File: src/rtl/imem_fetch_ctrl_if.sv
// Fetch-side bundle: instruction-memory address/data, branch redirect and decode handshake.
// master = fetch controller, slave = memory/execute/decode side.
interface imem_fetch_ctrl_if #(
  parameter int DEPTH = 4
);
  localparam int CNT_W = $clog2(DEPTH + 1);

  logic [31:0]      imem_address;
  logic [31:0]      imem_instruction;
  logic             branch_taken;
  logic [31:0]      branch_target;
  logic             dec_ready;
  logic             inst_valid;
  logic [31:0]      inst;
  logic [31:0]      inst_pc;
  logic [CNT_W-1:0] fifo_count;
  logic             fault;

  modport master (
    output imem_address,
    input  imem_instruction,
    input  branch_taken,
    input  branch_target,
    input  dec_ready,
    output inst_valid,
    output inst,
    output inst_pc,
    output fifo_count,
    output fault
  );

  modport slave (
    input  imem_address,
    output imem_instruction,
    output branch_taken,
    output branch_target,
    output dec_ready,
    input  inst_valid,
    input  inst,
    input  inst_pc,
    input  fifo_count,
    input  fault
  );
endinterface

File: src/rtl/imem_fetch_ctrl.sv
// Fetch sequencer: drives PC to a zero-latency imem, queues {instr, pc} in a DEPTH-entry prefetch FIFO.
// Latency: first entry valid 2 edges after reset release or a taken branch. Backpressure: dec_ready stalls pushes once full.
// IMEM_FAULT_EN adds a sticky fault/HALT on misaligned or out-of-range fetch addresses.
module imem_fetch_ctrl #(
  parameter int          DEPTH      = 4,
  parameter logic [31:0] RESET_PC   = 32'h0000_0000,
  parameter int          IMEM_BYTES = 1024
) (
  input logic              clk,
  input logic              rst_n,
  imem_fetch_ctrl_if.master bus
);

  localparam int AW = (DEPTH > 1) ? $clog2(DEPTH) : 1;
  localparam int CW = $clog2(DEPTH + 1);
  localparam logic [CW-1:0] FULL_CNT = CW'(DEPTH);
  localparam logic [31:0]   PC_MASK  = 32'(IMEM_BYTES - 1);
`ifdef IMEM_FAULT_EN
  localparam logic [32:0]   PC_LIMIT = 33'(IMEM_BYTES);
`endif

  typedef struct packed {
    logic [31:0] instr;
    logic [31:0] pc;
  } fetch_ent_t;

  typedef enum logic [1:0] {
    ST_WAIT,
    ST_FETCH,
    ST_REDIRECT
`ifdef IMEM_FAULT_EN
    , ST_HALT
`endif
  } state_e;

  state_e      state_q, state_d;
  logic [31:0] pc_q, pc_d;
  logic [31:0] pc_inc;
  logic        halted;
  logic        push, pop, flush;
  fetch_ent_t  push_ent;

  fetch_ent_t  mem_q [DEPTH];
  logic [AW-1:0] wr_ptr_q, wr_ptr_d, rd_ptr_q, rd_ptr_d;
  logic [CW-1:0] count_q, count_d;
  fetch_ent_t  head_q, head_d;
  logic        fifo_vld;
  logic        do_push, do_pop;

`ifdef IMEM_FAULT_EN
  logic fault_q, fault_d;
  assign halted    = (state_q == ST_HALT);
  assign bus.fault = fault_q;
`else
  assign halted    = 1'b0;
  assign bus.fault = 1'b0;
`endif

  assign fifo_vld = (count_q != '0);
  assign pop      = fifo_vld && bus.dec_ready;
  assign pc_inc   = pc_q + 32'd4;
  assign push_ent = '{instr: bus.imem_instruction, pc: pc_q};

  always_comb begin
    state_d = state_q;
    pc_d    = pc_q;
    push    = 1'b0;
    flush   = 1'b0;
`ifdef IMEM_FAULT_EN
    fault_d = fault_q;
`endif

    case (state_q)
      ST_WAIT:     state_d = ST_FETCH;
      ST_REDIRECT: state_d = ST_FETCH;
      ST_FETCH: begin
        // Full FIFO may still accept a push when the head leaves on the same edge.
        push = (count_q < FULL_CNT) || pop;
        if (push) begin
`ifdef IMEM_FAULT_EN
          if ({1'b0, pc_inc} >= PC_LIMIT) begin
            fault_d = 1'b1;
            state_d = ST_HALT;
          end else begin
            pc_d = pc_inc;
          end
`else
          pc_d = pc_inc & PC_MASK;
`endif
        end
      end
      default: state_d = state_q;
    endcase

    if (bus.branch_taken && !halted) begin
      flush = 1'b1;
      push  = 1'b0;
`ifdef IMEM_FAULT_EN
      if ((bus.branch_target[1:0] != 2'b00) || ({1'b0, bus.branch_target} >= PC_LIMIT)) begin
        fault_d = 1'b1;
        state_d = ST_HALT;
      end else begin
        pc_d    = bus.branch_target & ~32'd3;
        state_d = ST_REDIRECT;
      end
`else
      pc_d    = bus.branch_target & ~32'd3;
      state_d = ST_REDIRECT;
`endif
    end
  end

  always_ff @(posedge clk or negedge rst_n) begin
    if (!rst_n) begin
      state_q <= ST_WAIT;
      pc_q    <= RESET_PC;
    end else begin
      state_q <= state_d;
      pc_q    <= pc_d;
    end
  end

`ifdef IMEM_FAULT_EN
  always_ff @(posedge clk or negedge rst_n) begin
    if (!rst_n) begin
      fault_q <= 1'b0;
    end else begin
      fault_q <= fault_d;
    end
  end
`endif

  // Prefetch FIFO; head_q mirrors the head slot so outputs never see imem combinationally.
  always_comb begin
    do_push  = push && !flush;
    do_pop   = pop && !flush;
    wr_ptr_d = wr_ptr_q;
    rd_ptr_d = rd_ptr_q;
    count_d  = count_q;
    head_d   = head_q;
    if (flush) begin
      wr_ptr_d = '0;
      rd_ptr_d = '0;
      count_d  = '0;
    end else begin
      if (do_push) wr_ptr_d = wr_ptr_q + 1'b1;
      if (do_pop)  rd_ptr_d = rd_ptr_q + 1'b1;
      count_d = count_q + CW'(do_push) - CW'(do_pop);
      if (count_d != '0) begin
        if (do_push && (rd_ptr_d == wr_ptr_q)) begin
          head_d = push_ent;
        end else begin
          head_d = mem_q[rd_ptr_d];
        end
      end
    end
  end

  always_ff @(posedge clk or negedge rst_n) begin
    if (!rst_n) begin
      wr_ptr_q <= '0;
      rd_ptr_q <= '0;
      count_q  <= '0;
      head_q   <= '0;
      for (int i = 0; i < DEPTH; i++) begin
        mem_q[i] <= '0;
      end
    end else begin
      wr_ptr_q <= wr_ptr_d;
      rd_ptr_q <= rd_ptr_d;
      count_q  <= count_d;
      head_q   <= head_d;
      if (do_push) begin
        mem_q[wr_ptr_q] <= push_ent;
      end
    end
  end

  assign bus.imem_address = pc_q;
  assign bus.inst_valid   = fifo_vld;
  assign bus.inst         = head_q.instr;
  assign bus.inst_pc      = head_q.pc;
  assign bus.fifo_count   = count_q;

endmodule

File: src/flat_wrapper.sv
// flat-port wrapper written by rule: the top's interface ports become plain ports
module imem_fetch_ctrl_flat 
#(
  parameter int          DEPTH      = 4,
  parameter logic [31:0] RESET_PC   = 32'h0000_0000,
  parameter int          IMEM_BYTES = 1024
)
  (clk, rst_n, bus_imem_address, bus_imem_instruction, bus_branch_taken, bus_branch_target, bus_dec_ready, bus_inst_valid, bus_inst, bus_inst_pc, bus_fifo_count, bus_fault);
  imem_fetch_ctrl_if #(.DEPTH(DEPTH)) bus_i ();
  input logic clk;
  input logic rst_n;
  output wire logic [$bits(bus_i.imem_address)-1:0] bus_imem_address;
  input wire logic [$bits(bus_i.imem_instruction)-1:0] bus_imem_instruction;
  input wire logic [$bits(bus_i.branch_taken)-1:0] bus_branch_taken;
  input wire logic [$bits(bus_i.branch_target)-1:0] bus_branch_target;
  input wire logic [$bits(bus_i.dec_ready)-1:0] bus_dec_ready;
  output wire logic [$bits(bus_i.inst_valid)-1:0] bus_inst_valid;
  output wire logic [$bits(bus_i.inst)-1:0] bus_inst;
  output wire logic [$bits(bus_i.inst_pc)-1:0] bus_inst_pc;
  output wire logic [$bits(bus_i.fifo_count)-1:0] bus_fifo_count;
  output wire logic [$bits(bus_i.fault)-1:0] bus_fault;
  assign bus_imem_address = bus_i.imem_address;
  assign bus_i.imem_instruction = bus_imem_instruction;
  assign bus_i.branch_taken = bus_branch_taken;
  assign bus_i.branch_target = bus_branch_target;
  assign bus_i.dec_ready = bus_dec_ready;
  assign bus_inst_valid = bus_i.inst_valid;
  assign bus_inst = bus_i.inst;
  assign bus_inst_pc = bus_i.inst_pc;
  assign bus_fifo_count = bus_i.fifo_count;
  assign bus_fault = bus_i.fault;
  imem_fetch_ctrl #(.DEPTH(DEPTH), .RESET_PC(RESET_PC), .IMEM_BYTES(IMEM_BYTES)) u_core (.clk(clk), .rst_n(rst_n), .bus(bus_i));
endmodule
File: config.mk
export PLATFORM = sky130hd
export DESIGN_NAME = imem_fetch_ctrl_flat
export DESIGN_NICKNAME = d
export VERILOG_FILES = /design/src/rtl/imem_fetch_ctrl_if.sv /design/src/rtl/imem_fetch_ctrl.sv /design/src/flat_wrapper.sv
export SDC_FILE = /design/constraint.sdc
export NUM_CORES = 1
export LEC_CHECK = 0
export ABC_AREA = 1
export BUFFER_PORTS_ARGS = -buffer_cell sky130_fd_sc_hd__buf_2
export CORE_ASPECT_RATIO = 0.5
export CORE_MARGIN = 2
export CORE_UTILIZATION = 40
export CTS_CLUSTER_SIZE = 25
export DETAILED_ROUTE_END_ITERATION = 10
export HOLD_SLACK_MARGIN = 0.06
export SYNTH_ARGS = -nofsm -noshare
export SYNTH_HDL_FRONTEND = slang
export SYNTH_SLANG_ARGS = --single-unit
File: constraint.sdc
create_clock -name clk -period 7.6 [get_ports clk]
set_input_delay 1.14 -clock clk [delete_from_list [all_inputs] [get_ports clk]]
set_output_delay 1.14 -clock clk [all_outputs]
set_load 0.01 [all_outputs]
# Word-level counts from Yosys, hierarchy flattened
# Index checks and enable logic that the tools add are counted.
dict set report word_totals {
  regBits 361
  elab_cells 68
  out_inout_bits 101
  in_bits 68
}
dict set report classes {
  n_mux 21
  order_cmp 4
  n_bitwise 3
  n_addsub 5
  n_eq_ne 3
  reduce_logical 17
}
# op count
set op_table {}
lappend op_table {{256-bit bitwise mux} 1}
lappend op_table {{64-bit 2-to-1 mux} 4}
lappend op_table {{64-bit binary-select mux with 2-bit select} 1}
lappend op_table {{64-bit demux with 2-bit select} 1}
lappend op_table {{32-bit 2-to-1 mux} 3}
lappend op_table {{2-bit 2-to-1 mux} 7}
lappend op_table {{10-bit by 3-bit adder with 10-bit output, second input constant} 1}
lappend op_table {{2-bit nonzero test} 4}
lappend op_table {{3-bit greater-or-equal comparator, second input constant} 2}
lappend op_table {{2-bit inverter with 3-bit output} 2}
lappend op_table {{3-bit nonzero test} 2}
lappend op_table {{1-bit logical AND} 5}
lappend op_table {{2-bit by 1-bit adder with 2-bit output, second input constant} 2}
lappend op_table {{2-bit AND reduction} 2}
lappend op_table {{3-bit by 1-bit adder with 3-bit output} 1}
lappend op_table {{3-bit by 1-bit < comparator with 1-bit output, second input constant} 1}
lappend op_table {{3-bit < comparator, second input constant} 1}
lappend op_table {{1-bit 2-to-1 mux} 3}
lappend op_table {{3-bit 2-to-1 mux} 1}
lappend op_table {{3-bit by 1-bit subtractor with 3-bit output} 1}
lappend op_table {{2-bit by 1-bit equality test with 1-bit output, second input constant} 1}
lappend op_table {{2-bit equality test} 1}
lappend op_table {{2-bit equality test, second input constant} 1}
lappend op_table {{2-bit logical NOT} 1}
lappend op_table {{4 further kinds} 4}

# Longest topological paths before layout
dict set report depth {
  depth_word 10
  mapped_depth 16
  mapped_depth_nobuf 15
}

# Least setup slack after synthesis
# Ideal clock, no wire load.
dict set report synth_timing {
  path_type {input to register}
  from {input port bus_dec_ready}
  to {register u_core.head_q, in the netlist u_core.bus.inst[10]}
  path_buffers 1
  arrival_ns 3.346
  t_required_ns 7.534
  slack_ns 4.189
  stages 16
  setup_time_ns 0.066
  path_cell_list {inv_1 -> nor2_2 -> nand2_1 -> inv_1 -> ha_1 -> inv_1 -> ha_1 -> inv_1 -> fa_1 -> xnor2_1 -> xor2_1 -> a31oi_2 -> inv_2 -> clkbuf_1 -> nand2_1 -> nand2_1}
}
dict set report synth_via {
  elab_chain_cells 9
  elab_cells_between_ends 19
  classes_between {add/sub (2); eq/ne (1); mux (8); bitwise (1); reduce/logical (7)}
}
# element line
set synth_rtl {}
lappend synth_rtl {{start: declaration} flat_wrapper.sv:16} ;# input wire logic [$bits(bus_i.dec_ready)-1:0] bus_dec_ready;
lappend synth_rtl {{1-bit logical AND (*)} imem_fetch_ctrl.sv:60} ;# assign pop = fifo_vld && bus.dec_ready;
lappend synth_rtl {{1-bit logical OR or 1-bit logical AND (tied branches)} {imem_fetch_ctrl.sv:78, imem_fetch_ctrl.sv:136}}
lappend synth_rtl {{1-bit 2-to-1 mux or 2-bit 2-to-1 mux (tied branches)} {imem_fetch_ctrl.sv:73, imem_fetch_ctrl.sv:147}}
lappend synth_rtl {{1-bit 2-to-1 mux or 2-bit 2-to-1 mux (tied branches)} {imem_fetch_ctrl.sv:95, imem_fetch_ctrl.sv:141}}
lappend synth_rtl {{1-bit logical AND or 2-bit inverter with 3-bit output (tied branches)} {imem_fetch_ctrl.sv:135, imem_fetch_ctrl.sv:153}}
lappend synth_rtl {{3-bit by 1-bit adder with 3-bit output or 64-bit binary-select mux with 2-bit select (tied branches)} {imem_fetch_ctrl.sv:148, imem_fetch_ctrl.sv:153}}
lappend synth_rtl {{3-bit by 1-bit subtractor with 3-bit output or 64-bit 2-to-1 mux (tied branches)} {imem_fetch_ctrl.sv:148, imem_fetch_ctrl.sv:153}}
lappend synth_rtl {{3-bit nonzero test or 64-bit 2-to-1 mux (tied branches)} {imem_fetch_ctrl.sv:149, imem_fetch_ctrl.sv:153}}
lappend synth_rtl {{2-bit AND reduction (no line) or 64-bit 2-to-1 mux (tied branches)} --}
lappend synth_rtl {{end signal: assignment} imem_fetch_ctrl.sv:164} ;# head_q <= '0;
lappend synth_rtl {{end signal: assignment} imem_fetch_ctrl.sv:172} ;# head_q <= head_d;
lappend synth_rtl {{end: declaration} imem_fetch_ctrl.sv:46} ;# fetch_ent_t head_q, head_d;
# Every way passes the cells marked *; elsewhere a longest branch is shown, timed or not. The select of a mux whose other input is x is not followed.
# A chain may end at the register's enable or synchronous reset.

# Worst setup path after layout
dict set report layout_timing {
  from {input port bus_branch_taken}
  to {register u_core.head_q, in the netlist u_core.bus.inst_pc[18]}
}
dict set report layout_via {
  elab_chain_cells 10
  elab_cells_between_ends 19
  classes_between {add/sub (2); eq/ne (1); mux (8); bitwise (2); reduce/logical (6)}
}
# element line
set layout_rtl {}
lappend layout_rtl {{start: declaration} flat_wrapper.sv:14} ;# input wire logic [$bits(bus_i.branch_taken)-1:0] bus_branch_taken;
lappend layout_rtl {{parallel branches: the longest is 10 deep, another holds 3-bit by 1-bit adder with 3-bit output} --}
# Several ways; the timed one is not identified. The select of a mux whose other input is x is not followed.

==> metrics.csv <==
metric;value;unit
status;finished, final reports clean;
CTS tree;done;
Max clock buf depth;3;
worst setup path category;input port to register;
top-count cell post-synth;nand2_1;
Area Overhead vs Synth;13.47;%
P_sw;2145;µW
max-cap viol count;0;
largest net degree at the start of global routing;139;
Slew headroom;32.14;%
post-CTS setup buffers;0;
CTS sink count;349;
EDFF count, synth;0;
wire per inst;16.81;µm
drt pass-1 iters;5;
synth warn;0;
Inserted Clock Buffers;35;
Final period util;60.37;%
post-layout net count;2093;
Initial Utilization;40.72;%
die area;41400;µm²
total gr overflow;0;
Vias/cell;5.208;
RSZ-0062 raised after global routing;false;
Peak VDD IR;0.0001597;V
first-pass GRT wire length;70650;µm
core area;38990;µm²
DP Wirelength;22920;µm
detailed-route via count;13375;
CP max stage delay;670;ps
htree depth;2;
CP startpoint kind;input port;
DRC marker count from the first detailed-route iteration;1189;
FP Rows;51;
Yosys cell types;30;
Static Leak;0.008939;µW
PD cells;331.0;nW/µm²
slowest cell on the critical path;buf_2;
switch share;35.96;%
post-synthesis sequential area ratio;55.00;%
synth cell count leaders;663 x nand2_1, 378 x nand3_1, 349 x dfrtp_1, 271 x o21ai_0, 76 x inv_1;
critical-path cell list;buf_2 > nor2_2 > nand2_1 > inv_1 > ha_1 > inv_1 > ha_1 > inv_1 > fa_1 > xnor2_1 > xor2_1 > a31oi_4 > inv_2 > buf_4 > nand2_1 > nand2_1;
WP data required;8060;ps
hold crit path type;register to register;
min Tclk post-route;4588;ps
Post-Route WL;43180;µm
Clock Power Share;29.4;%
worst-skew pair later-pin latency;530;ps
fillers;3915;
Power Internal;3819;µW
antenna cell count;0;
Final Wtd Congestion;0.7575;
die width;285.8;µm
vias in the first global route;12877;
Logic pwr share;30.1;%
sequential power share;40.5;%
clock skew;8.976;ps
GRT Total Usage;21.25;%
Synth area leader;dfrtp_1;
Achievable Freq;217.9;MHz
worst slew pin tran;1018;ps
Placement Cell Area;16890;µm²
Final Hold Fails;0;
CTS-repair resized insts;0;
Async SR Flop Fraction;100.0;%
share of cells above drive strength 1;12.02;%
hold buffer count at cts;0;
design area;18020;µm²
Avg Cell Area, Syn;8.159;µm²
Mapped Area;15880;µm²
final setup fails;0;
Multi-input gate area;6246;µm²
Mapped Cells;1946;
Top-Level Pins;169;
Slew Viols, Final;0;
CP Max Fanout;40;
CP Data Arrival Time;5050;ps
setup ws final;3012;ps
Top FF cell, synth;dfrtp_1;
Synth top area share;55.00;%
Root Driver;clkbuf_16;
Setup Total Neg Slack;0;ps
initial antenna violation count;0;
pre-CTS WS;2485;ps
IO Port Bufs;161;
Antenna Violating Nets Remaining;0;
most area-consuming cells after synthesis;dfrtp_1 55%, nand2_1 16%, nand3_1 12%, o21ai_0 8.5%, buf_2 2.2%;
FF+latch count, synth;349;
type of element capturing the critical path;register;
clock transition at the registers of the reported paths;60;ps
Die H;144.9;µm
Remaining DRCs;0;
Register Area;8733;µm²
## registers in the layout (all words and copies together), names as in the netlist
signal,cells
u_core.mem_q,248
u_core.bus.inst,32
u_core.bus.imem_address,30
u_core.bus.inst_pc,30
u_core.bus.fifo_count,3
u_core.rd_ptr_q,2
u_core.state_q,2
u_core.wr_ptr_q,2
## cells by family (layout without fill, tap and decap cells)
group / count (synthesis) / after routing / share of synthesized area [%]
xor+xnor: 7 / 7 / 0.3861
compound gates: 286 / 286 / 9.180
simple gates: 1069 / 1069 / 28.53
fa+ha+maj: 8 / 8 / 0.6777
other cells: 1 / 5 / 0.02362
flops: 349 / 349 / 55.00
buf+inv: 226 / 314 / 6.194
## routing by layer
metal	vias to the layer above	track usage (%)	share of wire (%)
met2	314	34.40	45
met5	-	0	0
met1	6516	30.35	48
met4	0	5.236	1.7
met3	49	2.900	4.8
li1	6496	-	-
## cell type report
cell class | count | area share [%]
flip-flops and latches | 349 | 48.48
clock buffers | 50 | 5.743
multi-input cells | 1375 | 34.67
clock inverters | 8 | 0.5209
repair buffers | 177 | 5.264
well taps | 530 | 3.681
inverters | 79 | 1.646
## stage by stage
stage	power (µW)	std cells	hold WS (ps)	utilization [%]
finish	5963	2568	473.5	46.21
global route	6399	2568	490.9	46.21
CTS	6026	2568	476.7	46.21
detailed placement	4262	2510	459.7	43.31
global placement	4240	2510	459.6	43.31
floorplan	3645	1950	453.4	-
## worst paths after layout
path,start,end,slack [ps],depth (start not counted)
max,bus_branch_taken,u_core.bus.inst_pc[18]$_DFFE_PN0P_,3010,16
min,u_core.bus.inst[19]$_DFFE_PN0P_,u_core.bus.inst[19]$_DFFE_PN0P_,470,2
max in group asynchronous,rst_n,u_core.bus.inst[24]$_DFFE_PN0P_,5660,2
min in group asynchronous,rst_n,u_core.mem_q[207]$_DFFE_PN0P_,540,1
max reg2reg,u_core.bus.fifo_count[1]$_DFF_PN0_,u_core.bus.inst_pc[18]$_DFFE_PN0P_,3810,16
min reg2reg,u_core.bus.inst[19]$_DFFE_PN0P_,u_core.bus.inst[19]$_DFFE_PN0P_,470,2
## power by group through the flow
stage,Sequential (µW),Combinational [µW],Clock [µW]
final,2420,1800,1750
after detailed placement,2450,1820,0
after global placement,2440,1800,0
after global routing,2460,2070,1870
after floorplan,2490,1160,0
after CTS,2420,1820,1790
## cell usage in the layout, fill, tap and decap left out, types with 2 or more instances in the layout
master	synthesis	routed
clkbuf_8	0	6
dfrtp_1	349	349
nand2_4	1	7
nor3_1	2	2
nand3_1	378	377
a22oi_1	2	2
nand4_1	2	2
nand2_2	8	3
a21oi_1	3	3
xnor2_1	3	3
conb_1	1	5
buf_2	69	160
clkbuf_1	58	7
nand2_1	663	661
o21ai_0	271	271
o21ai_1	4	4
clkinv_2	0	5
bufinv_16	0	2
inv_1	76	76
buf_4	13	15
ha_1	7	7
inv_2	2	2
o211ai_1	3	3
clkbuf_16	0	37
nor2_1	13	13
xor2_1	4	4
## critical path: cells and delay by family
family	cells	cell delay, ps
buffers and inverters	6	1830
adder cells (fa/ha/maj)	3	760
AND/OR/NAND/NOR	4	610
XOR/XNOR	2	460
AO/OA/AOI/OAI	1	210
No activity file was read; power rests on OpenSTA's default activity.
